==> config.mk <==
export PLATFORM = sky130hd
export DESIGN_NAME = alu_arbiter
export DESIGN_NICKNAME = d
export VERILOG_FILES = /design/src/rtl/alu_arbiter.sv
export SDC_FILE = /design/constraint.sdc
export NUM_CORES = 1
export LEC_CHECK = 0
export ABC_AREA = 1
export BUFFER_PORTS_ARGS = -buffer_cell sky130_fd_sc_hd__buf_2
export CORE_ASPECT_RATIO = 0.7
export CORE_MARGIN = 5
export CORE_UTILIZATION = 45
export CTS_CLUSTER_SIZE = 24
export DETAILED_ROUTE_END_ITERATION = 8
export PLACE_DENSITY = 0.83
export SLEW_MARGIN = 0
export SYNTH_ARGS = -nofsm -noshare
export SYNTH_HDL_FRONTEND = slang
export SYNTH_SLANG_ARGS = --single-unit
export TNS_END_PERCENT = 1
==> constraint.sdc <==
create_clock -name clk -period 2 [get_ports clk]
set_input_delay 0.3 -clock clk [delete_from_list [all_inputs] [get_ports clk]]
set_output_delay 0.3 -clock clk [all_outputs]
set_load 0.005 [all_outputs]
==> src/rtl/alu_arbiter.sv <==
// rtl/alu_arbiter.sv - round-robin arbiter sharing one external 32-bit ALU between two requesters
// Mul/div are held in EXEC for MD_CYCLES cycles; results return on a per-requester response handshake.
module alu_arbiter #(
  parameter int WIDTH     = 32,
  parameter int MD_CYCLES = 4
) (
  input  logic             clk,
  input  logic             rst_n,
  input  logic [1:0]       req_valid,
  output logic [1:0]       req_ready,
  input  logic [WIDTH-1:0] req0_a,
  input  logic [WIDTH-1:0] req0_b,
  input  logic [WIDTH-1:0] req1_a,
  input  logic [WIDTH-1:0] req1_b,
  input  logic [3:0]       req0_op,
  input  logic [3:0]       req1_op,
  output logic [1:0]       rsp_valid,
  input  logic [1:0]       rsp_ready,
  output logic [WIDTH-1:0] rsp_data,
  output logic             rsp_zero,
  output logic             rsp_carry,
  output logic             rsp_dz,
  output logic [WIDTH-1:0] alu_a,
  output logic [WIDTH-1:0] alu_b,
  output logic [3:0]       alu_sel,
  input  logic [WIDTH-1:0] alu_out,
  input  logic             alu_carry,
  input  logic             alu_zero,
  output logic             busy
);

  typedef enum logic [1:0] {IDLE, EXEC, RESP} state_t;

  localparam logic [3:0] MD_LOAD = 4'(MD_CYCLES - 1);

  state_t           state_q, state_d;
  logic             last_grant_q, last_grant_d;
  logic             owner_q, owner_d;
  logic [WIDTH-1:0] a_q, a_d, b_q, b_d;
  logic [3:0]       op_q, op_d;
  logic [3:0]       cnt_q, cnt_d;
  logic [WIDTH-1:0] rsp_data_q, rsp_data_d;
  logic             rsp_zero_q, rsp_zero_d;
  logic             rsp_carry_q, rsp_carry_d;
  logic             rsp_dz_q, rsp_dz_d;

  logic             grant;
  logic             hs;
  logic [3:0]       grant_op;
  logic             div_by_zero;

  always_ff @(posedge clk or negedge rst_n) begin
    if (!rst_n) begin
      state_q      <= IDLE;
      last_grant_q <= 1'b1;
      owner_q      <= 1'b0;
      a_q          <= '0;
      b_q          <= '0;
      op_q         <= '0;
      cnt_q        <= '0;
      rsp_data_q   <= '0;
      rsp_zero_q   <= 1'b0;
      rsp_carry_q  <= 1'b0;
      rsp_dz_q     <= 1'b0;
    end else begin
      state_q      <= state_d;
      last_grant_q <= last_grant_d;
      owner_q      <= owner_d;
      a_q          <= a_d;
      b_q          <= b_d;
      op_q         <= op_d;
      cnt_q        <= cnt_d;
      rsp_data_q   <= rsp_data_d;
      rsp_zero_q   <= rsp_zero_d;
      rsp_carry_q  <= rsp_carry_d;
      rsp_dz_q     <= rsp_dz_d;
    end
  end

  // Tie goes to whoever was not granted last; otherwise the sole valid requester.
  always_comb begin
    grant = req_valid[1];
    if (req_valid == 2'b11) begin
      grant = ~last_grant_q;
    end
    hs          = (state_q == IDLE) && req_valid[grant];
    grant_op    = grant ? req1_op : req0_op;
    div_by_zero = (op_q == 4'b0011) && (b_q == '0);
  end

  always_comb begin
    state_d      = state_q;
    last_grant_d = last_grant_q;
    owner_d      = owner_q;
    a_d          = a_q;
    b_d          = b_q;
    op_d         = op_q;
    cnt_d        = cnt_q;
    rsp_data_d   = rsp_data_q;
    rsp_zero_d   = rsp_zero_q;
    rsp_carry_d  = rsp_carry_q;
    rsp_dz_d     = rsp_dz_q;
    case (state_q)
      IDLE: begin
        if (hs) begin
          a_d          = grant ? req1_a : req0_a;
          b_d          = grant ? req1_b : req0_b;
          op_d         = grant_op;
          owner_d      = grant;
          last_grant_d = grant;
          cnt_d        = (grant_op[3:1] == 3'b001) ? MD_LOAD : 4'd0;
          state_d      = EXEC;
        end
      end
      EXEC: begin
        if (cnt_q == 4'd0) begin
          rsp_data_d  = div_by_zero ? '1 : alu_out;
          rsp_zero_d  = div_by_zero ? 1'b0 : alu_zero;
          rsp_carry_d = alu_carry;
          rsp_dz_d    = div_by_zero;
          state_d     = RESP;
        end else begin
          cnt_d = cnt_q - 4'd1;
        end
      end
      RESP: begin
        if (rsp_ready[owner_q]) begin
          state_d = IDLE;
        end
      end
      default: state_d = IDLE;
    endcase
  end

  always_comb begin
    req_ready = 2'b00;
    rsp_valid = 2'b00;
    alu_sel   = 4'b0000;
    busy      = (state_q != IDLE);
    if (hs) begin
      req_ready[grant] = 1'b1;
    end
    if (state_q == RESP) begin
      rsp_valid[owner_q] = 1'b1;
    end
    if (state_q == EXEC) begin
      alu_sel = op_q;
    end
  end

  assign alu_a     = a_q;
  assign alu_b     = b_q;
  assign rsp_data  = rsp_data_q;
  assign rsp_zero  = rsp_zero_q;
  assign rsp_carry = rsp_carry_q;
  assign rsp_dz    = rsp_dz_q;

endmodule

Word-level counts from Yosys, hierarchy flattened

Index checks and enable logic that the tools add are counted.

Bits in registers: 111
Output and inout bits: 108

$add $sub $neg: 1
Magnitude comparators: 4
Equal/unequal tests: 9
Multiplexer cells: 25
Bitwise gates (word level): 1
Reductions and logical operators: 13

Operator list:

| kind                                                | count |
|---|---|
| two-way mux 32 bit                                  | 3 |
| zero test 32 bit                                    | 1 |
| two-way mux 4 bit                                   | 4 |
| two-way mux 2 bit                                   | 6 |
| two-way mux 1 bit                                   | 8 |
| inequality test 2 bit (second input constant)       | 4 |
| one-hot mux 4 bit (2 select lines)                  | 1 |
| one-hot mux 2 bit (3 select lines)                  | 1 |
| AND reduction 3 bit                                 | 2 |
| == test 2 bit (second input constant)               | 2 |
| == test 4 x 2 -> 1 bit (second input constant)      | 1 |
| logical AND 1 bit                                   | 4 |
| zero test 4 bit                                     | 1 |
| < comparator 1 x 2 -> 1 bit (second input constant) | 2 |
| AND reduction 2 bit                                 | 2 |
| nonzero test 2 bit                                  | 2 |
| subtractor 4 x 1 -> 4 bit (second input constant)   | 1 |
| == test 3 x 1 -> 1 bit (second input constant)      | 1 |
| demux 1 bit (select 1 bit)                          | 2 |
| == test 2 x 1 -> 1 bit (second input constant)      | 1 |
| >= comparator 1 bit (second input constant)         | 2 |
| zero test 2 bit                                     | 1 |
| NOT 1 bit                                           | 1 |

Depth between registers and ports, before layout

Depth after elaboration: 7
Mapped depth: 9
Mapped depth without buffers: 8

Worst setup path before layout

Ideal clock, no wire load.

Path kind: reg-to-reg
Start: reg cnt_q[0]
End: reg rsp_data_q[25], in the netlist rsp_data[25]
Setup time: 0.117 ns
Data arrival time: 1.349 ns
Slack: 0.535 ns
Stages on the path, launching flop included: 10
Path buffers: 1
Period minus slack after synthesis: 1.465 ns
Path through: dfrtp_1 > inv_1 > ha_1 > nand2_2 > nor2_8 > inv_4 > buf_6 > or2_0 > nor2_1 > nor2_1

Cells in the longest elaborated chain, start to end: 2

RTL lines:

| what                          | RTL line | RTL |
|---|---|---|
| start, declared               | 41       | `logic [3:0] cnt_q, cnt_d;` |
| start signal, assigned        | 72       | `cnt_q <= cnt_d;` |
| zero test 4 bit               | 116      | `if (cnt_q == 4'd0) begin` |
| AND reduction 2 bit (no line) | n/a      |  |
| end signal, assigned          | 73       | `rsp_data_q <= rsp_data_d;` |
| end, declared                 | 42       | `logic [WIDTH-1:0] rsp_data_q, rsp_data_d;` |

Every way passes these cells.
A chain may end at the register's enable or synchronous reset.

Final worst setup path

Start: reg state_q[0]
End: out req_ready[0]

Cells in the longest elaborated chain, start to end: 3

RTL lines:

| what                   | RTL line | RTL |
|---|---|---|
| start, declared        | 36       | `state_t state_q, state_d;` |
| start signal, assigned | 66       | `state_q <= state_d;` |
| zero test 2 bit        | 86       | `hs = (state_q == IDLE) && req_valid[grant];` |
| logical AND 1 bit      | 86       |  |
| two-way mux 2 bit      | 140      | `if (hs) begin` |
| end, declared          | 10       | `output logic [1:0] req_ready,` |

Every way passes these cells.

==> run_results.csv <==
group,metric,value,unit
place,dp_hpwl,11600,µm
yosys,synth_seq_cells,111,
clock_network,cts_buffer_depth,2,
yosys,syn_avg_cell_area,7.91,µm²
place,gp_congestion,0.796,
worst_setup_path,cpMostUsedCell,"nor2_4",
finish,n_antenna_cell,0,
hold_path,hold_depth,3,
route,drt_first_iter_violations,254,
clock_network,clock-root-buffer,"clkbuf_16",
timing,finalClockSkew,5.01,ps
yosys,synth_area_leader_cell,"dfrtp_1",
floorplan,io_pins,284,
clock_network,clkTransAtPathRegs,70,ps
timing,hold_viol,0,
yosys,ys_warn_count,0,
floorplan,die-area,13700,µm²
pwr,leakage,3.75,nW
global_routing,overflow,0,
yosys,yosysSeqAreaShare,54.2,%
pwr,power_density,1430,nW/µm²
hold_path,hold_class,"in -> reg",
worst_setup_path,crit_path_top_delay_cell,"dfrtp_1",
route,via_per_inst,4.75,
route,dr.pass1.iters,6,
clock_network,clock_latency,340,ps
worst_setup_path,start_kind,"flip-flop",
timing,max_freq,531,MHz
place,dp_slack,383,ps
route,ant_nets,0,
timing,rsz0062_at_grt,"yes",
worst_setup_path,critPathMaxFanout,9,
worst_setup_path,cp_top_family,"simple AND/OR/NAND/NOR gates",
timing,layout_min_cycle_time,1880,ps
yosys,synth.area.top_cells,"dfrtp_1 54%, nand2_1 17%, nor2_1 9.9%, nand3_1 6.2%, or2_0 3.9%",
run_status,status,"finished, final reports clean",
clock_network,cts_sinks,111,
place,portBuffers,283,
finish,fin_util,63.4,%
worst_setup_path,required,1700,ps
yosys,ys_types,25,
worst_setup_path,endpoint_kind,"primary output",
worst_setup_path,critPathBufInv,3,
floorplan,die_y,99.3,µm
worst_setup_path,max_stage_delay,410,ps
route,drt_wl_total,15500,µm
clock_network,cts_tree,"done",
timing,worst_slew_pin_slew,549,ps
clock_network,numCtsBuffers,9,
timing,drv_slew,0,
worst_setup_path,rrSetupSlack,360,ps
worst_setup_path,cp_cell_sequence,"inv_1 -> nand2_1 -> nor2_4 -> inv_2 -> nor2_4 -> buf_2",
finish,drive_gt1_share,34.6,%
timing,setup_viol,0,
timing,finalCritPeriodShare,94.1,%
route,vias,5139,
yosys,syn_area,5130,µm²
worst_setup_path,rr_endpoint,"rsp_zero$_DFFE_PN0P_",
timing,hold_ws,161,ps
global_routing,track_usage,22.2,%
floorplan,die_w,138,µm
timing,slew_headroom,63.4,%
hold_path,min_to,"rsp_carry$_DFFE_PN0P_",
finish,nets,1101,
floorplan,coreArea,11100,µm²
worst_setup_path,worst-r2r-cell-count,7,
route,routedWlPerCell,14.3,µm
worst_setup_path,critPathArrivalTime,1580,ps
global_routing,grt_pass1_vias,5036,
route,drc_errors,0,
global_routing,grt_max_degree,65,
pwr,ir_worst_vdd,681,µV
yosys,synth_nets,827,
timing,final.setup.worst_slack,118,ps
worst_setup_path,worstReg2RegStart,"cnt_q[0]$_DFFE_PN0P_",
floorplan,placementRows,32,
place,place_inst,1064,
run,maxCapViolCount,0,
finish,instances_no_fill,1081,
worst_setup_path,path_class,"reg -> out",
yosys,synthCells,649,
finish,syn_to_final_growth,37.0,%
hold_path,min-delay-start,"alu_carry",
yosys,synth_top_area_share,53.6,%
global_routing,grt_pass1_wl,24300,µm
clock_network,h-tree-depth,3,
floorplan,initial_core_util,46.3,%
global_routing,antenna_found_initial,0,
worst register-to-register path, cell delays in order, from the launching register on:
cell and delay (ps):
dfrtp_1 410, inv_1 110, ha_1 170, nand2_2 100, nor2_8 110, buf_4 350, nand2_1 90, o21ai_0 210
cell usage in the layout (no fill, tap or decap), drive strengths merged, types with 2 or more instances in the layout:
cell and instances:
inv 22, a21oi 2, nand3 64, o21ai 6, dfrtp 110, clkbuf 12, buf 293, ha 2
clkinv 2, or2 32, nand2 232, nor2 139, o211ai 5
state kept, by name, indices dropped and copies added, names as in the netlist, 2 cells and up:
register and cells:
rsp_data 32, alu_b 32, alu_a 32, cnt_q 4, op_q 4, state_q 2
through the flow:
step / area (µm²) / setup TNS [ps] / power, mW
2_1_floorplan: 5130 / 0 / 6.39
3_3_place_gp: 6710 / 0 / 8.16
3_5_place_dp: 6710 / 0 / 8.30
4_1_cts: 7030 / 0 / 10.2
5_1_grt: 7030 / -2.27 / 10.9
6_report: 7030 / 0 / 10.1
layout make-up:
type	count	area, µm²
fillers	994	4060
clock buffers	12	246
multi-input cells	485	2080
well taps	153	191
clock inverters	4	55.1
flip-flops and latches	111	2780
repair buffers	294	1590
inverters	22	87.6
per-layer routing:
metal	global-route usage, %	routed length (µm)
met1	28.1	6250
met2	36.4	7470
met3	6.67	1460
met4	7.21	310
met5	0	0
report_power, final:
part	leakage, nW	total [mW]	switching [mW]	internal (mW)
Clock	0.143	1.81	0.794	1.01
Combinational	2.28	4.24	2.36	1.87
Sequential	1.33	4.01	0.666	3.34
Total	3.75	10.1	3.82	6.23
cells by family (layout without fill, tap and decap cells):
family | count (synthesis) | in the layout | share of synthesized area, %
buffers and inverters | 53 | 332 | 5.46
xor gates and xnor gates | 2 | 2 | 0.341
and+or+nand+nor | 468 | 468 | 38.0
AOI/OAI and AO/OA | 13 | 13 | 1.51
adders and majority gates | 2 | 2 | 0.488
DFF | 111 | 111 | 54.2
synthesized netlist by cell type, drive strengths merged:
cell type	number
nor2	139
or2	32
xnor2	1
clkbuf	1
o21ai	6
dfstp	1
xor2	1
nor3	1
nand2	232
buf	30
o211ai	5
a21oi	2
nand3	64
ha	2
dfrtp	110
inv	22
how the worst max path moves through the flow:
stage / slack [ps] / cells after the start / endpoint / from
detailed placement: 380 / 7 / rsp_zero$_DFFE_PN0P_ / cnt_q[0]$_DFFE_PN0P_
global placement: 430 / 9 / cnt_q[1]$_DFFE_PN0P_ / req_valid[1]
CTS: 50 / 5 / req_ready[0] / last_grant_q$_DFFE_PN1P_
finish: 120 / 6 / req_ready[0] / state_q[0]$_DFFE_PN0P_
floorplan: 530 / 9 / rsp_data[25]$_DFFE_PN0P_ / cnt_q[0]$_DFFE_PN0P_
global route: -2 / 6 / req_ready[0] / state_q[0]$_DFFE_PN0P_
repair_timing:
action | CTS | global route
hold endpoints to repair | 39 | 0
endpoints found under the setup margin | 0 | 2
resized for setup | 0 | 3
setup buffers | 0 | 0
hold buffers | 1 | 0
Note: power is estimated with default switching activity, not from simulation.
